$ cat config.mk
export PLATFORM = sky130hd
export DESIGN_NAME = simo_fifo
export DESIGN_NICKNAME = d
export VERILOG_FILES = /design/src/rtl/simo_fifo_pkg.sv /design/src/rtl/simo_lane_gather.sv /design/src/rtl/simo_fifo.sv
export SDC_FILE = /design/constraint.sdc
export NUM_CORES = 1
export LEC_CHECK = 0
export CORE_AREA = 2 2 290 220
export DETAILED_ROUTE_END_ITERATION = 8
export DIE_AREA = 0 0 292 222
export DONT_BUFFER_PORTS = 1
export SLEW_MARGIN = 40
export SYNTH_ARGS = -nofsm -noshare
export SYNTH_HDL_FRONTEND = slang
export SYNTH_SLANG_ARGS = --single-unit
$ cat constraint.sdc
create_clock -name i_clk -period 8.7 [get_ports i_clk]
set_input_delay 1.74 -clock i_clk [delete_from_list [all_inputs] [get_ports i_clk]]
set_output_delay 1.74 -clock i_clk [all_outputs]
set_load 0.02 [all_outputs]
$ cat src/rtl/simo_fifo_pkg.sv
// Shared definitions for the replay buffers: precision modes, lane counts
// and pointer sizing.
package simo_fifo_pkg;

  typedef enum logic [1:0] {
    P_8B = 2'b00,
    P_4B = 2'b01,
    P_2B = 2'b10
  } p_mode_t;

  localparam int DEFAULT_DEPTH = 32;
  localparam int DEFAULT_PTR_W = $clog2(DEFAULT_DEPTH) + 1;

  // Extra bit lets a pointer reach DEPTH itself, so full and empty are distinct.
  function automatic int ptr_width(input int depth);
    return $clog2(depth) + 1;
  endfunction

  // The unlisted encoding 2'b11 falls through to the full lane count.
  function automatic int lanes_per_pop(input p_mode_t mode, input int data_length);
    case (mode)
      P_4B:    return data_length / 2;
      P_2B:    return data_length / 4;
      default: return data_length;
    endcase
  endfunction

endpackage

$ cat src/rtl/simo_lane_gather.sv
// Combinational lane gather: picks `count` consecutive entries starting at
// rd_base and zero-fills the remaining lanes.
module simo_lane_gather
  import simo_fifo_pkg::*;
#(
  parameter int DEPTH       = 32,
  parameter int DATA_WIDTH  = 8,
  parameter int DATA_LENGTH = 8
) (
  input  logic [$clog2(DEPTH)-1:0]           rd_base,
  input  logic [ptr_width(DEPTH)-1:0]        count,
  input  logic [DATA_WIDTH-1:0]              mem [DEPTH],
  output logic [DATA_LENGTH*DATA_WIDTH-1:0]  lanes,
  output logic [DATA_LENGTH-1:0]             valid
);

  localparam int AW = $clog2(DEPTH);
  localparam int PW = ptr_width(DEPTH);

  genvar gi;
  generate
    for (gi = 0; gi < DATA_LENGTH; gi++) begin : g_lane
      localparam logic [PW-1:0] LANE_IDX  = PW'(gi);
      localparam logic [AW-1:0] LANE_ADDR = AW'(gi);
      logic [AW-1:0] addr;

      // Address may wrap for lanes beyond count; those lanes are masked to zero.
      assign addr      = rd_base + LANE_ADDR;
      assign valid[gi] = (LANE_IDX < count);
      assign lanes[gi*DATA_WIDTH +: DATA_WIDTH] = valid[gi] ? mem[addr] : '0;
    end
  endgenerate

endmodule

$ cat src/rtl/simo_fifo.sv
// Single-input, multi-lane-output replay buffer. Pops do not free entries;
// rewinding the read pointer replays the stored contents.
module simo_fifo
  import simo_fifo_pkg::*;
#(
  parameter int DEPTH       = 32,
  parameter int DATA_WIDTH  = 8,
  parameter int DATA_LENGTH = 8
) (
  input  logic                               i_clk,
  input  logic                               i_nrst,
  input  logic                               i_clear,
  input  logic                               i_write_en,
  input  logic [DATA_WIDTH-1:0]              i_data,
  input  logic                               i_pop_en,
  input  logic                               i_r_pointer_reset,
  input  logic [1:0]                         i_p_mode,
  output logic [DATA_LENGTH*DATA_WIDTH-1:0]  o_data,
  output logic [DATA_LENGTH-1:0]             o_valid,
  output logic                               o_empty,
  output logic                               o_full,
  output logic                               o_pop_valid
);

  localparam int AW = $clog2(DEPTH);
  localparam int PW = ptr_width(DEPTH);

  logic [DATA_WIDTH-1:0]             mem [DEPTH];
  logic [PW-1:0]                     wptr_reg;
  logic [PW-1:0]                     rptr_reg;
  logic [PW-1:0]                     avail;
  logic [PW-1:0]                     lanes;
  logic [PW-1:0]                     n_next;
  logic [DATA_LENGTH*DATA_WIDTH-1:0] lane_data;
  logic [DATA_LENGTH-1:0]            lane_valid;
  logic                              write_fire;
  logic                              pop_fire;

  assign o_empty = (rptr_reg == wptr_reg);
  assign o_full  = (wptr_reg == PW'(DEPTH));

  always_comb begin
    avail      = wptr_reg - rptr_reg;
    lanes      = PW'(lanes_per_pop(p_mode_t'(i_p_mode), DATA_LENGTH));
    n_next     = (avail < lanes) ? avail : lanes;
    write_fire = i_write_en && !o_full && !i_clear;
    pop_fire   = i_pop_en && !o_empty && !i_clear && !i_r_pointer_reset;
  end

  // Storage has no reset: stale entries sit beyond wptr and are never read.
  always_ff @(posedge i_clk) begin
    if (write_fire) begin
      mem[wptr_reg[AW-1:0]] <= i_data;
    end
  end

  simo_lane_gather #(
    .DEPTH       (DEPTH),
    .DATA_WIDTH  (DATA_WIDTH),
    .DATA_LENGTH (DATA_LENGTH)
  ) u_gather (
    .rd_base (rptr_reg[AW-1:0]),
    .count   (n_next),
    .mem     (mem),
    .lanes   (lane_data),
    .valid   (lane_valid)
  );

  always_ff @(posedge i_clk or negedge i_nrst) begin
    if (!i_nrst) begin
      wptr_reg    <= '0;
      rptr_reg    <= '0;
      o_data      <= '0;
      o_valid     <= '0;
      o_pop_valid <= 1'b0;
    end else begin
      if (i_clear) begin
        wptr_reg <= '0;
        rptr_reg <= '0;
      end else begin
        if (write_fire) begin
          wptr_reg <= wptr_reg + 1'b1;
        end
        if (i_r_pointer_reset) begin
          rptr_reg <= '0;
        end else if (pop_fire) begin
          rptr_reg <= rptr_reg + n_next;
        end
      end
      // pop_fire already excludes clear and rewind, so outputs fall to zero then.
      o_pop_valid <= pop_fire;
      o_valid     <= pop_fire ? lane_valid : '0;
      o_data      <= pop_fire ? lane_data : '0;
    end
  end

endmodule

======== Word level (Yosys, flattened, before mapping) ========
Cells that the tools add are included.
cells by class
  add/sub/neg operators ................... 10
  order comparisons ....................... 19
  equal/unequal tests ..................... 4
  muxes and demuxes ....................... 44
  bitwise gates (word level) .............. 9
  reductions and logical operators ........ 12
operators with widths
  cell                   count
  $bmux W8 S5            8
  $bwmux W256            1
  $mux W8                26
  $mux W64               1
  $ge A6 B6 Y1 const B   9
  $not A5 Y6             9
  $demux W8 S5           1
  $mux W6                6
  $lt A3 B6 Y1 const A   4
  $add A5 B3 Y5 const B  4
  $lt A1 B6 Y1 const A   2
  $lt A2 B6 Y1 const A   2
  $add A5 B2 Y5 const B  2
  $pmux W4 S2            1
  $add A6 B1 Y6 const B  1
  $add A6 B6 Y6          1
  $eq A6 B6 Y1           1
  $eq A6 B6 Y1 const B   1
  $logic_and A1 B1 Y1    6
  $lt A6 B1 Y1 const B   1
  $lt A6 B6 Y1           1
  $sub A6 B6 Y6          1
  $add A5 B1 Y5 const B  1
  $logic_not A1 Y1       4
  4 further kinds        4
storage, ports and cells
  bits in registers ....................... 341
  word-level logic and storage cells ...... 135

======== Logic depth before layout (Yosys ltp) ========
Gate-level depths: netlist of the first run.
  word-level depth ........................ 8
  gate-level depth with buffers ........... 24
  gate-level depth less buffers ........... 20

======== Cells and area by module ========
Synthesis of the first run repeated with hierarchy kept, for this count alone.
unflattened totals
  cells, all modules ...................... 1,659
  area total of the unflattened synthesis .. 22,713.0 µm²
by module, submodules not included
  module            times used  cells an instance  area each (µm²)  seq. area each (µm²)
  simo_fifo         1           615                11,506.0         9,814.4
  simo_lane_gather  1           1,044              11,207.0         0.0

======== Worst setup path before layout of the first run ========
OpenSTA, ideal clock, no wires.
  path kind ............................... register to register
  from .................................... register rptr_reg[1]
  to ...................................... register rptr_reg[5]
  setup time .............................. 0.128 ns
  arrival ................................. 5.606 ns
  required time ........................... 8.572 ns
  slack ................................... 2.966 ns
  stages on the path, launching flop included .. 19
  clock period less this slack ............ 5.734 ns
  cells stage by stage .................... dfrtp_1 buf_2 clkbuf_1 clkbuf_1 inv_1 fa_1 xor2_1 ha_1 o21ai_0 a21oi_1 or4_1 buf_2 nor3_4 mux2i_1 inv_1 ha_1 a2111oi_0 a211oi_2 mux2i_1
between the ends
  longest elaborated chain between the ends .. 7
  elaborated cells between the ends (all ways) .. 13
  those cells by class .................... 2 x add/sub; 1 x order compare; 1 x eq/ne; 4 x mux; 5 x reduce/logical
ends and longest elaborated chain
  element                   RTL line         source
  start: declaration        simo_fifo.sv:30  logic [PW-1:0] rptr_reg;
  start signal: assignment  simo_fifo.sv:87  rptr_reg <= rptr_reg + n_next;
  $sub A6 B6 Y6             simo_fifo.sv:43  avail = wptr_reg - rptr_reg;
  $lt A6 B6 Y1              simo_fifo.sv:45  n_next = (avail < lanes) ? avail : lanes;
  $mux W6                   simo_fifo.sv:45
  $add A6 B6 Y6             simo_fifo.sv:87
  $mux W6                   simo_fifo.sv:86  end else if (pop_fire) begin
  $mux W6                   simo_fifo.sv:84  if (i_r_pointer_reset) begin
  $mux W6                   simo_fifo.sv:77  if (i_clear) begin
Several ways; a longest one is shown, not always the timed one. The select of a mux whose other input is x is not followed.
A chain may end at the register's enable or synchronous reset.

======== Final worst setup path of the first run ========
Ends and elaborated chain as after synthesis.

==> results of run 1 <==
## final cells by class
class / instances / area [um^2]
repair buffers: 59 / 478
fillers: 5492 / 37800
inverters: 25 / 93.8
multi-input cells: 784 / 11400
clock buffers: 44 / 1010
flip-flops and latches: 341 / 9820
clock inverters: 23 / 234
well taps: 810 / 1010
## worst max-delay path by stage
| stage | endpoint | slack (ns) | depth (start not counted) |
|---|---|---|---|
| 2_1_floorplan | rptr_reg[5] | 2.97 | 18 |
| 4_1_cts | rptr_reg[5] | 2.58 | 14 |
| 3_5_place_dp | rptr_reg[5] | 2.62 | 14 |
| 3_3_place_gp | rptr_reg[5] | 2.69 | 14 |
| 6_report | rptr_reg[5] | 2.73 | 17 |
| 5_1_grt | rptr_reg[5] | 2.45 | 19 |
## worst reg2reg max path, cell delays in order (launching register included)
cell       delay [ns]
dfrtp_4          0.76
inv_1            0.34
ha_1             0.37
nor2b_1          0.15
o21ai_0          0.18
or3b_2           0.51
and2_1           0.21
ha_1             0.26
o21ai_0          0.07
a21oi_1          0.06
or4_1            0.70
nor3_4           0.46
mux2i_2          0.62
inv_1            0.10
ha_1             0.22
a2111oi_0        0.55
a211oi_2         0.16
mux2i_1          0.14
## report_power, final
group,total [mW],internal [mW],switching (mW)
clock network,1.65,0.958,0.688
registers,1.79,1.77,0.0268
logic,0.515,0.203,0.312
## per-stage QoR
step,instances,hold slack (ns),util
floorplan,1251,0.507,-
global placement,2019,0.561,0.368
detailed placement,2019,0.559,0.368
CTS,2086,0.571,0.388
global route,2086,0.598,0.389
finish,2086,0.567,0.389
## layer usage
layer / share of wire / global-route usage / wire (um) / up-vias
met5: 0.00077 / 0 / 55 / -
met4: 0.042 / 0.0793 / 2970 / 8
met3: 0.15 / 0.0915 / 10700 / 170
met2: 0.43 / 0.311 / 30500 / 933
met1: 0.38 / 0.300 / 27200 / 7372
li1: - / - / - / 5319
## cell usage in the layout (no fill, tap or decap), types with 6 or more instances in the layout
| master | instances |
|---|---|
| a211oi_1 | 24 |
| a21oi_1 | 46 |
| buf_4 | 52 |
| buf_6 | 6 |
| clkbuf_16 | 39 |
| clkinv_1 | 6 |
| clkinv_2 | 6 |
| dfrtp_1 | 81 |
| edfxtp_1 | 256 |
| ha_1 | 26 |
| inv_1 | 22 |
| mux2i_1 | 68 |
| mux4_2 | 368 |
| nand2_1 | 39 |
| nor2_1 | 82 |
| nor2b_1 | 19 |
| nor3_1 | 18 |
| o21ai_0 | 8 |
| xnor2_1 | 11 |
| xnor2_2 | 6 |
## logic make-up (layout without fill, tap and decap cells)
logic type                 Yosys count  in the layout
muxes                              439            439
DFF                                341            341
and+or+nand+nor                    194            194
buffers and inverters              126            151
AOI/OAI and AO/OA                   94             94
adders and majority gates           29             29
xor gates and xnor gates            27             27
other                                1              1
==> reports/results.tsv, run 1 <==
metric	value	unit
outcome	finished clean	
initial antenna violation count	2	
core area	61800	um^2
postcts setup bufs	0	
Buf+Inv Stages, Crit Path	2	
Critical Path AT	6.40	ns
crit-path cells	inv_1, ha_1, nor2b_1, o21ai_0, or3b_2, and2_1, ha_1, o21ai_0, a21oi_1, or4_1, nor3_4, mux2i_2, inv_1, ha_1, a2111oi_0, a211oi_2, mux2i_1	
Place WS	2.62	ns
Crit path required time	9.13	ns
slew of the pin with the lowest slew margin	0.881	ns
post-synthesis mux area share	0.418	
worst vdd ir	0.116	mV
top cell type's share of synthesized area	0.385	
CTS buffer count	37	
CTS sink count	341	
Clk pin slew, worst setup/hold paths	0.07	ns
Routed WL	71.3	mm
Post-Syn Nets	1296	
IO Count	91	
Post-CTS Hold Fix Bufs	0	
Compound-Gate Fraction of Synth Area	0.0309	
RSZ-0062 raised after global routing	false	
post-synthesis xor/xnor area fraction	0.0113	
cell count of the worst hold path	1	
first-pass GRT wire length	100	mm
die footprint	64800	um^2
crit-path most repeated cell	ha_1	
Starting Density	0.349	
layout cell share with drive strength beyond 1	0.411	
main area contributors after synthesis	mux4_2 (38%), edfxtp_1 (36%), dfrtp_1 (9.9%)	
min setup slack post-route	2.73	ns
Post-Route Setup TNS	0	ns
CP top delay family	simple AND/OR/NAND/NOR gates	
worst-case reg-to-reg path depth	17	
simple-gate share of the synthesized area	0.0423	
post-route cell area	24000	um^2
worst-path fanout max	32	
wire per inst	34.2	um
cell taking the most area after synthesis	mux4_2	
max reg flops	256	
ANT nets after route	0	
Die Width	292	um
f_max	168	MHz
Pwr Total	3.96	mW
Post-CTS Resized	0	
Synth Area in Adders	0.0175	
hold_sp	rptr_reg[5]	
sequential element share of the synthesized area	0.455	
Vias	13802	
largest net degree at the start of global routing	115	
CTS Root Buffer Type	clkbuf_16	
crit share post-route	0.686	
vias in the first global route	13122	
synth warn	0	
worst reg2reg path endpoint	rptr_reg[5]	
H-tree depth	2	
GRT overflow	0	
Clock Skews	0.0233	ns
Rel. slew slack	0.396	
layout net count	1293	
max-slew violations	0	
pwr/cell area	165	nW/um^2
DRT iter0 DRCs	1776	
Synth async-reset ratio	0.249	
gpl congestion	0.908	
number of diodes	0	
reg2reg setup slack	2.73	ns
Synth Instances	1251	
Area after DPL	22700	um^2
most frequent cell after synthesis	mux4_2	
critical path capture point type	flop	
1st-pass router iterations	5	
total track usage	0.219	
DRC viols	0	
Via density	6.62	
r2r startpoint	rptr_reg[1]	
total of max-cap violations	0	
post-DP HPWL	49.9	mm
Hold EP	rptr_reg[5]	
CP Launch Type	flop	
synth unique cells	52	
CP Launch Point	rptr_reg[1]	
synthesized flop and latch total	341	
number of synthesized flops with an enable pin	256	
LEAKAGE	7.72	nW
CTS tree	built	
Synth Cell Area	21600	um^2
Hold Crit Class	flop to flop	
Most used DFF post-synth	edfxtp_1	
buffers added on ports	0	
synth cell count leaders	mux4_2 (368), edfxtp_1 (256), dfrtp_1 (85)	
largest family of logic cells by synthesized area	multiplexers	
Die Ht	222	um
crit path time final	5.97	ns
Rows	79	
Area growth, synth to finish	11.5	%
Final Hold Viols	0	
Avg Cell Area, Syn	17.2	um^2
setup violators final	0	
critical path's slowest cell	dfrtp_4	
CP max stage delay	0.76	ns
Worst-Skew Late Latency	0.55	ns
clk buf depth	3	
Crit Path Class	flop to flop	
No activity file was read; power rests on OpenSTA's default activity.
==> run 2: changes to the inputs <==
--- a/config.mk
+++ b/config.mk
@@ -5,9 +5,10 @@
 export SDC_FILE = /design/constraint.sdc
 export NUM_CORES = 1
 export LEC_CHECK = 0
-export CORE_AREA = 2 2 290 220
+export ABC_AREA = 1
+export CORE_AREA = 2 2 292 222
 export DETAILED_ROUTE_END_ITERATION = 8
-export DIE_AREA = 0 0 292 222
+export DIE_AREA = 0 0 294 224
 export DONT_BUFFER_PORTS = 1
 export SLEW_MARGIN = 40
 export SYNTH_ARGS = -nofsm -noshare
==> constraint.sdc (replaced) <==
create_clock -name i_clk -period 5.5 [get_ports i_clk]
set_input_delay 1.1 -clock i_clk [delete_from_list [all_inputs] [get_ports i_clk]]
set_output_delay 1.1 -clock i_clk [all_outputs]
set_load 0.02 [all_outputs]
==> run 2 against run 1 <==
  * Global-route usage up 4.7 points
  * Sequential power is 61% higher
  * Combinational power grew to 4.7 times the previous value
  * Sequential cell count unchanged
  * Non-clock buffer count decreased by 22
  * Fmax grew 53%
  * Worst hold slack lost 0.35 ns
  * Utilization fell by 1.5 points
  * Clock power rose by 50%
  * First-iteration DRC count is 110% higher
  * Clock skew increased by 0.0049 ns
  * Synthesized area up 1.6%
  * Largest power group unchanged
==> reports/results.tsv, run 2 <==
metric	value	unit	change
CTS sink count	341		unchanged
Post-Route Setup TNS	0	ns	unchanged
Most used DFF post-synth	edfxtp_1		unchanged
Rel. slew slack	0.293		was 0.396
IO Count	91		unchanged
CTS Root Buffer Type	clkbuf_16		unchanged
crit share post-route	0.711		was 0.686
main area contributors after synthesis	edfxtp_1 (35%), nand2_1 (18%), o21ai_0 (10%)		was mux4_2 (38%), edfxtp_1 (36%), dfrtp_1 (9.9%)
max-slew violations	0		unchanged
number of diodes	0		unchanged
RSZ-0062 raised after global routing	false		unchanged
Die Ht	224	um	was 222 um
CP Launch Point	wptr_reg[0]		was rptr_reg[1]
worst vdd ir	0.176	mV	was 0.116 mV
Post-Syn Nets	3044		was 1296
r2r startpoint	wptr_reg[0]		was rptr_reg[1]
worst hold slack	0.216	ns	was 0.567 ns
outcome	finished clean		unchanged
CTS tree	built		unchanged
worst-case reg-to-reg path depth	21		was 17
cell taking the most area after synthesis	edfxtp_1		was mux4_2
Synth Cell Area	21900	um^2	was 21600 um^2
Critical Path AT	4.37	ns	was 6.40 ns
Die Width	294	um	was 292 um
slew of the pin with the lowest slew margin	1.05	ns	was 0.881 ns
DRT iter0 DRCs	3699		was 1776
f_max	256	MHz	was 168 MHz
number of synthesized flops with an enable pin	256		unchanged
total track usage	0.266		was 0.219
synth warn	0		unchanged
pwr/cell area	330	nW/um^2	was 165 nW/um^2
fin cells	3726		was 2086
post-DP HPWL	65.3	mm	was 49.9 mm
Post-CTS Resized	0		unchanged
layout net count	2925		was 1293
largest net degree at the start of global routing	193		was 115
reg2reg setup slack	1.59	ns	was 2.73 ns
critical path capture point type	flop		unchanged
Place WS	1.62	ns	was 2.62 ns
layout cell share with drive strength beyond 1	0.0564		was 0.411
core area	63000	um^2	was 61800 um^2
Final Hold Viols	0		unchanged
GRT overflow	0		unchanged
sequential element share of the synthesized area	0.448		was 0.455
Via density	5.61		was 6.62
first-pass GRT wire length	126	mm	was 100 mm
ANT nets after route	0		unchanged
Pwr Total	7.78	mW	was 3.96 mW
Synth Instances	2999		was 1251
most common cell after layout, fill and taps aside	nand2_1		was mux4_2
1st-pass router iterations	7		was 5
synth unique cells	48		was 52
max reg flops	256		unchanged
gpl congestion	1.04		was 0.908
Clock Skews	0.0282	ns	was 0.0233 ns
synthesized flop and latch total	341		unchanged
Clk pin slew, worst setup/hold paths	0.06	ns	was 0.07 ns
Synth async-reset ratio	0.249		unchanged
Post-CTS Hold Fix Bufs	0		unchanged
die footprint	65900	um^2	was 64800 um^2
crit path capture	rptr_reg[5]		unchanged
total of max-cap violations	0		unchanged
wire per inst	23.9	um	was 34.2 um
buffers added on ports	0		unchanged
Worst-Skew Late Latency	0.58	ns	was 0.55 ns
Final Util	0.374		was 0.389
Hold Crit Class	input port to async pin		was flop to flop
Vias	20917		was 13802
most frequent cells in the layout	nand2_1 (1064), o21ai_0 (400), edfxtp_1 (256)		was mux4_2 (368), edfxtp_1 (256), nor2_1 (82)
worst-path fanout max	10		was 32
synth cell count leaders	nand2_1 (1064), o21ai_0 (438), edfxtp_1 (256)		was mux4_2 (368), edfxtp_1 (256), dfrtp_1 (85)
Avg Cell Area, Syn	7.30	um^2	was 17.2 um^2
Area after DPL	22300	um^2	was 22700 um^2
initial antenna violation count	3		was 2
worst reg2reg path endpoint	rptr_reg[5]		unchanged
postcts setup bufs	0		unchanged
DRC viols	0		unchanged
Area growth, synth to finish	7.61	%	was 11.5%
most frequent cell after synthesis	nand2_1		was mux4_2
top cell type's share of synthesized area	0.351		was 0.385
Crit Path Class	flop to flop		unchanged
Starting Density	0.348		was 0.349
post-placement cell count	3660		was 2019
CTS buffer count	37		unchanged
post-route cell area	23600	um^2	was 24000 um^2
clk buf depth	3		unchanged
crit path time final	3.91	ns	was 5.97 ns
Routed WL	89.1	mm	was 71.3 mm
setup violators final	0		unchanged
min setup slack post-route	1.59	ns	was 2.73 ns
H-tree depth	2		unchanged
LEAKAGE	9.80	nW	was 7.72 nW
CP Launch Type	flop		unchanged
vias in the first global route	17462		was 13122
Crit path required time	5.96	ns	was 9.13 ns
Rows	80		was 79
run 2: worst max-delay path, cell delays in order, from the launching register on:
cell      delay [ns]
dfrtp_1         0.43
inv_1           0.18
ha_1            0.18
inv_1           0.05
fa_1            0.39
xor2_1          0.23
ha_1            0.26
nand2_1         0.07
nand2_1         0.05
a21oi_1         0.15
nand2_2         0.11
nor2_8          0.20
nand2_1         0.09
o21ai_2         0.14
inv_1           0.12
ha_1            0.35
a21oi_1         0.24
nor3_1          0.07
a211oi_1        0.19
nand2_1         0.11
a21oi_1         0.14
nor2_1          0.06
run 2: report_power, final:
part	switching (mW)	internal [mW]
sequential	0.0696	2.81
clock	1.12	1.36
combinational	1.80	0.623
total	2.98	4.79
run 2: logic make-up after synthesis:
group                      share of synthesized area
and+or+nand+nor                                0.286
AOI/OAI and AO/OA                              0.163
adders and majority gates                     0.0173
DFF                                            0.448
other                                       0.000171
buffers and inverters                         0.0785
xor gates and xnor gates                     0.00640
run 2: layout make-up:
class                   count  area (um^2)
flip-flops and latches    341         9820
well taps                 820         1030
multi-input cells        2265        10500
inverters                 198          757
repair buffers             37          335
clock buffers              45          966
clock inverters            20          179
fillers                  6470        39400
run 2: worst min-delay path by stage:
stage                start          end  slack, ns  cells after the start
3_5_place_dp   wptr_reg[0]  wptr_reg[0]       0.57                      1
2_1_floorplan  rptr_reg[5]  rptr_reg[5]       0.52                      2
5_1_grt             i_nrst   o_data[17]       0.20                      0
3_3_place_gp   wptr_reg[0]  wptr_reg[0]       0.57                      1
4_1_cts             i_nrst   o_data[17]       0.19                      0
6_report            i_nrst   o_data[17]       0.22                      0
run 2: routing by layer:
| metal | vias to the layer above | global-route usage | wire length [um] |
|---|---|---|---|
| met5 | - | 0 | 0 |
| met4 | 0 | 0.0683 | 2250 |
| met3 | 138 | 0.0880 | 13000 |
| met2 | 1261 | 0.346 | 33800 |
| met1 | 9823 | 0.410 | 40000 |
| li1 | 9695 | - | - |
==> run 3: changes to the inputs <==
==> constraint.sdc (replaced) <==
create_clock -name i_clk -period 3.2 [get_ports i_clk]
set_input_delay 0.64 -clock i_clk [delete_from_list [all_inputs] [get_ports i_clk]]
set_output_delay 0.64 -clock i_clk [all_outputs]
set_load 0.02 [all_outputs]
==> run 3 against run 2 <==
  * The run now ends with negative setup slack left
  * Worst hold slack worse by 0.085 ns
  * Utilization is 4.9 points higher
  * Sequential share of layout area is 4.8 points lower
  * Clock power is 79% higher
  * Sequential power is 72% higher
  * Clock skew is 0.0021 ns lower
==> reports/results.tsv, run 3 (synthesized netlist as in run 2, its figures left out) <==
metric	value	unit	change
outcome	finished with violations		was finished clean
failing checks	negative setup slack		
CP top delay family	simple AND/OR/NAND/NOR gates		was adder cells
Routed WL	92.5	mm	was 89.1 mm
switching power	5.29	mW	was 2.98 mW
layout cell share with drive strength beyond 1	0.159		was 0.0564
layout net count	3273		was 2925
Internal	9.32	mW	was 4.79 mW
Final Hold Viols	0		unchanged
1st-pass router iterations	8		was 7
Crit Path Class	flop to flop		unchanged
DRC viols	0		unchanged
CTS buffer count	37		unchanged
Starting Density	0.348		unchanged
Hold EP	wptr_reg[4]		
post-DP HPWL	70.8	mm	was 65.3 mm
Rows	80		unchanged
buffers added on ports	0		unchanged
Via density	5.40		was 5.61
hold_sp	i_clear		
core area	63000	um^2	unchanged
r2r startpoint	wptr_reg[0]		unchanged
initial antenna violation count	4		was 3
Die Ht	224	um	unchanged
RSZ-0062 raised after global routing	true		was false
crit share post-route	1.01		was 0.711
met1 usage	0.410		about the same
Critical Path AT	3.70	ns	was 4.37 ns
worst vdd ir	0.417	mV	was 0.176 mV
vias in the first global route	18738		was 17462
pwr/cell area	548	nW/um^2	was 330 nW/um^2
IO Count	91		unchanged
max-slew violations	0		unchanged
Sw Share	0.362		was 0.384
Clk pwr share	0.303		was 0.318
max reg flops	256		unchanged
die footprint	65900	um^2	unchanged
Worst-Skew Late Latency	0.58	ns	about the same
total of max-cap violations	0		unchanged
Area growth, synth to finish	21.7	%	was 7.61%
largest net degree at the start of global routing	95		was 193
crit-path cells	inv_2, ha_4, inv_2, fa_2, xor2_2, ha_1, nand2_1, nand2_1, a21oi_2, nand2_2, nor2_8, nand2_2, nand2_2, inv_1, ha_4, inv_2, nor3_2, nand4_1, nand2_1, nand3_1, nand2_1, nor2_1		was inv_1, ha_1, inv_1, fa_1, xor2_1, ha_1, nand2_1, nand2_1, a21oi_1, nand2_2, nor2_8, nand2_1, o21ai_2, inv_1, ha_1, a21oi_1, nor3_1, a211oi_1, nand2_1, a21oi_1, nor2_1
worst-path fanout max	6		was 10
CTS sink count	341		unchanged
met2 global-route usage	0.368		was 0.346
GRT overflow	0		unchanged
Rel. slew slack	0.434		was 0.293
Hold Crit Class	input port to flop		was input port to async pin
GR peak layer	met1		unchanged
most frequent cells in the layout	nand2_1 (1057), o21ai_0 (438), buf_4 (352)		was nand2_1 (1064), o21ai_0 (400), edfxtp_1 (256)
Clock Skews	0.0261	ns	was 0.0282 ns
Place WS	-0.129	ns	was 1.62 ns
critical path's slowest cell	dfrtp_1		unchanged
Buf+Inv Stages, Crit Path	4		was 3
cell count of the worst hold path	1		
crit path time final	3.23	ns	was 3.91 ns
Post-Route Setup TNS	-0.0306	ns	was 0 ns
Clk pin slew, worst setup/hold paths	0.07	ns	was 0.06 ns
reg2reg setup slack	-0.03	ns	was 1.59 ns
gpl congestion	1.03		was 1.04
worst-case reg-to-reg path depth	22		was 21
total track usage	0.276		was 0.266
CTS tree	built		unchanged
worst reg2reg path endpoint	rptr_reg[5]		unchanged
Crit path required time	3.67	ns	was 5.96 ns
crit-path most repeated cell	nand2_1		unchanged
CP max stage delay	0.38	ns	was 0.43 ns
first-pass GRT wire length	131	mm	was 126 mm
DRT iter0 DRCs	3453		was 3699
Flop pwr share	0.339		was 0.371
setup violators final	2		was 0
ANT nets after route	0		unchanged
wire per inst	22.7	um	was 23.9 um
CP Launch Type	flop		unchanged
Die Width	294	um	unchanged
clk buf depth	3		unchanged
CTS Root Buffer Type	clkbuf_16		unchanged
combinational fraction of design power	0.358		was 0.311
most common cell after layout, fill and taps aside	nand2_1		unchanged
f_max	310	MHz	was 256 MHz
slew of the pin with the lowest slew margin	0.840	ns	was 1.05 ns
Filler cells	6255		was 6470
critical path capture point type	flop		unchanged
Vias	22014		was 20917
LEAKAGE	11.7	nW	was 9.80 nW
H-tree depth	2		unchanged
min setup slack post-route	-0.0268	ns	was 1.59 ns
met3 usage	0.108		was 0.0880
run 3: cell types whose count changed in the layout (fill, tap and decap cells not counted), moves of 7 or more:
cell	change
o21ai_0	+38
buf_12	+23
o21ai_1	-37
inv_2	+9
nor2_1	+24
nand2_1	-7
inv_1	-7
nor2_2	-24
buf_4	+319
run 3: repair_timing:
action,4_1_cts,5_1_grt
resized for setup,10,19
hold endpoints to repair,85,0
pin swaps,2,11
hold buffers,2,0
buffers inserted,3,5
setup endpoints to repair,3,48
run 3: how the worst max path moves through the flow:
stage                      startpoint     endpoint  slack (ns)  cells after the start
after floorplan           rptr_reg[2]  rptr_reg[5]       -0.30                     23
after global placement    wptr_reg[0]  rptr_reg[4]       -0.09                     22
after detailed placement  wptr_reg[0]  rptr_reg[4]       -0.13                     22
after CTS                 wptr_reg[0]  rptr_reg[5]       -0.03                     21
after global routing      wptr_reg[0]  rptr_reg[5]       -0.29                     22
final                     wptr_reg[0]  rptr_reg[5]       -0.03                     22
run 3: routing by layer:
metal / wire [um] / up-vias
met1: 40700 / 10296
met4: 2140 / 6
met5: 186 / -
li1: - / 10401
met2: 35800 / 1190
met3: 13700 / 121
run 3: layout make-up:
cell class | instances | area, um^2 | area share
Inverter | 198 | 753 | 0.0283
Clock buffer | 48 | 1040 | 0.0391
Antenna cell | 2 | 5.00 | 0.000188
Clock inverter | 20 | 189 | 0.00709
Tap cell | 820 | 1030 | 0.0385
Multi-Input combinational cell | 2265 | 10500 | 0.395
Timing Repair Buffer | 385 | 3270 | 0.123
Sequential cell | 341 | 9820 | 0.369
run 3: worst register-to-register path, cell delays in order (launching register included):
cell and delay, ns:
dfrtp_1 0.38, inv_2 0.08, ha_4 0.13, inv_2 0.03, fa_2 0.36, xor2_2 0.17, ha_1 0.28, nand2_1 0.07
nand2_1 0.07, a21oi_2 0.15, nand2_2 0.10, nor2_8 0.17, nand2_2 0.08, nand2_2 0.08, inv_1 0.07, ha_4 0.27
inv_2 0.06, nor3_2 0.21, nand4_1 0.12, nand2_1 0.09, nand3_1 0.06, nand2_1 0.06, nor2_1 0.04
run 3: power groups by stage:
stage	clock network [mW]	registers (mW)	logic, mW
3_5_place_dp	0	5.05	4.85
6_report	4.43	4.96	5.23
5_1_grt	4.67	4.96	5.58
2_1_floorplan	0	5.03	2.70
3_3_place_gp	0	5.05	4.85
4_1_cts	4.49	4.96	4.96
run 3: stage by stage:
stage	total power [mW]	std cells	cell area, um^2	utilization	hold WS (ns)
after floorplan	7.74	2999	22000	-	0.344
after global placement	9.90	4000	25200	0.400	0.346
after detailed placement	9.90	4000	25200	0.400	0.347
after CTS	14.4	4073	26500	0.421	0.113
after global routing	15.2	4077	26600	0.423	0.123
final	14.6	4079	26600	0.423	0.131
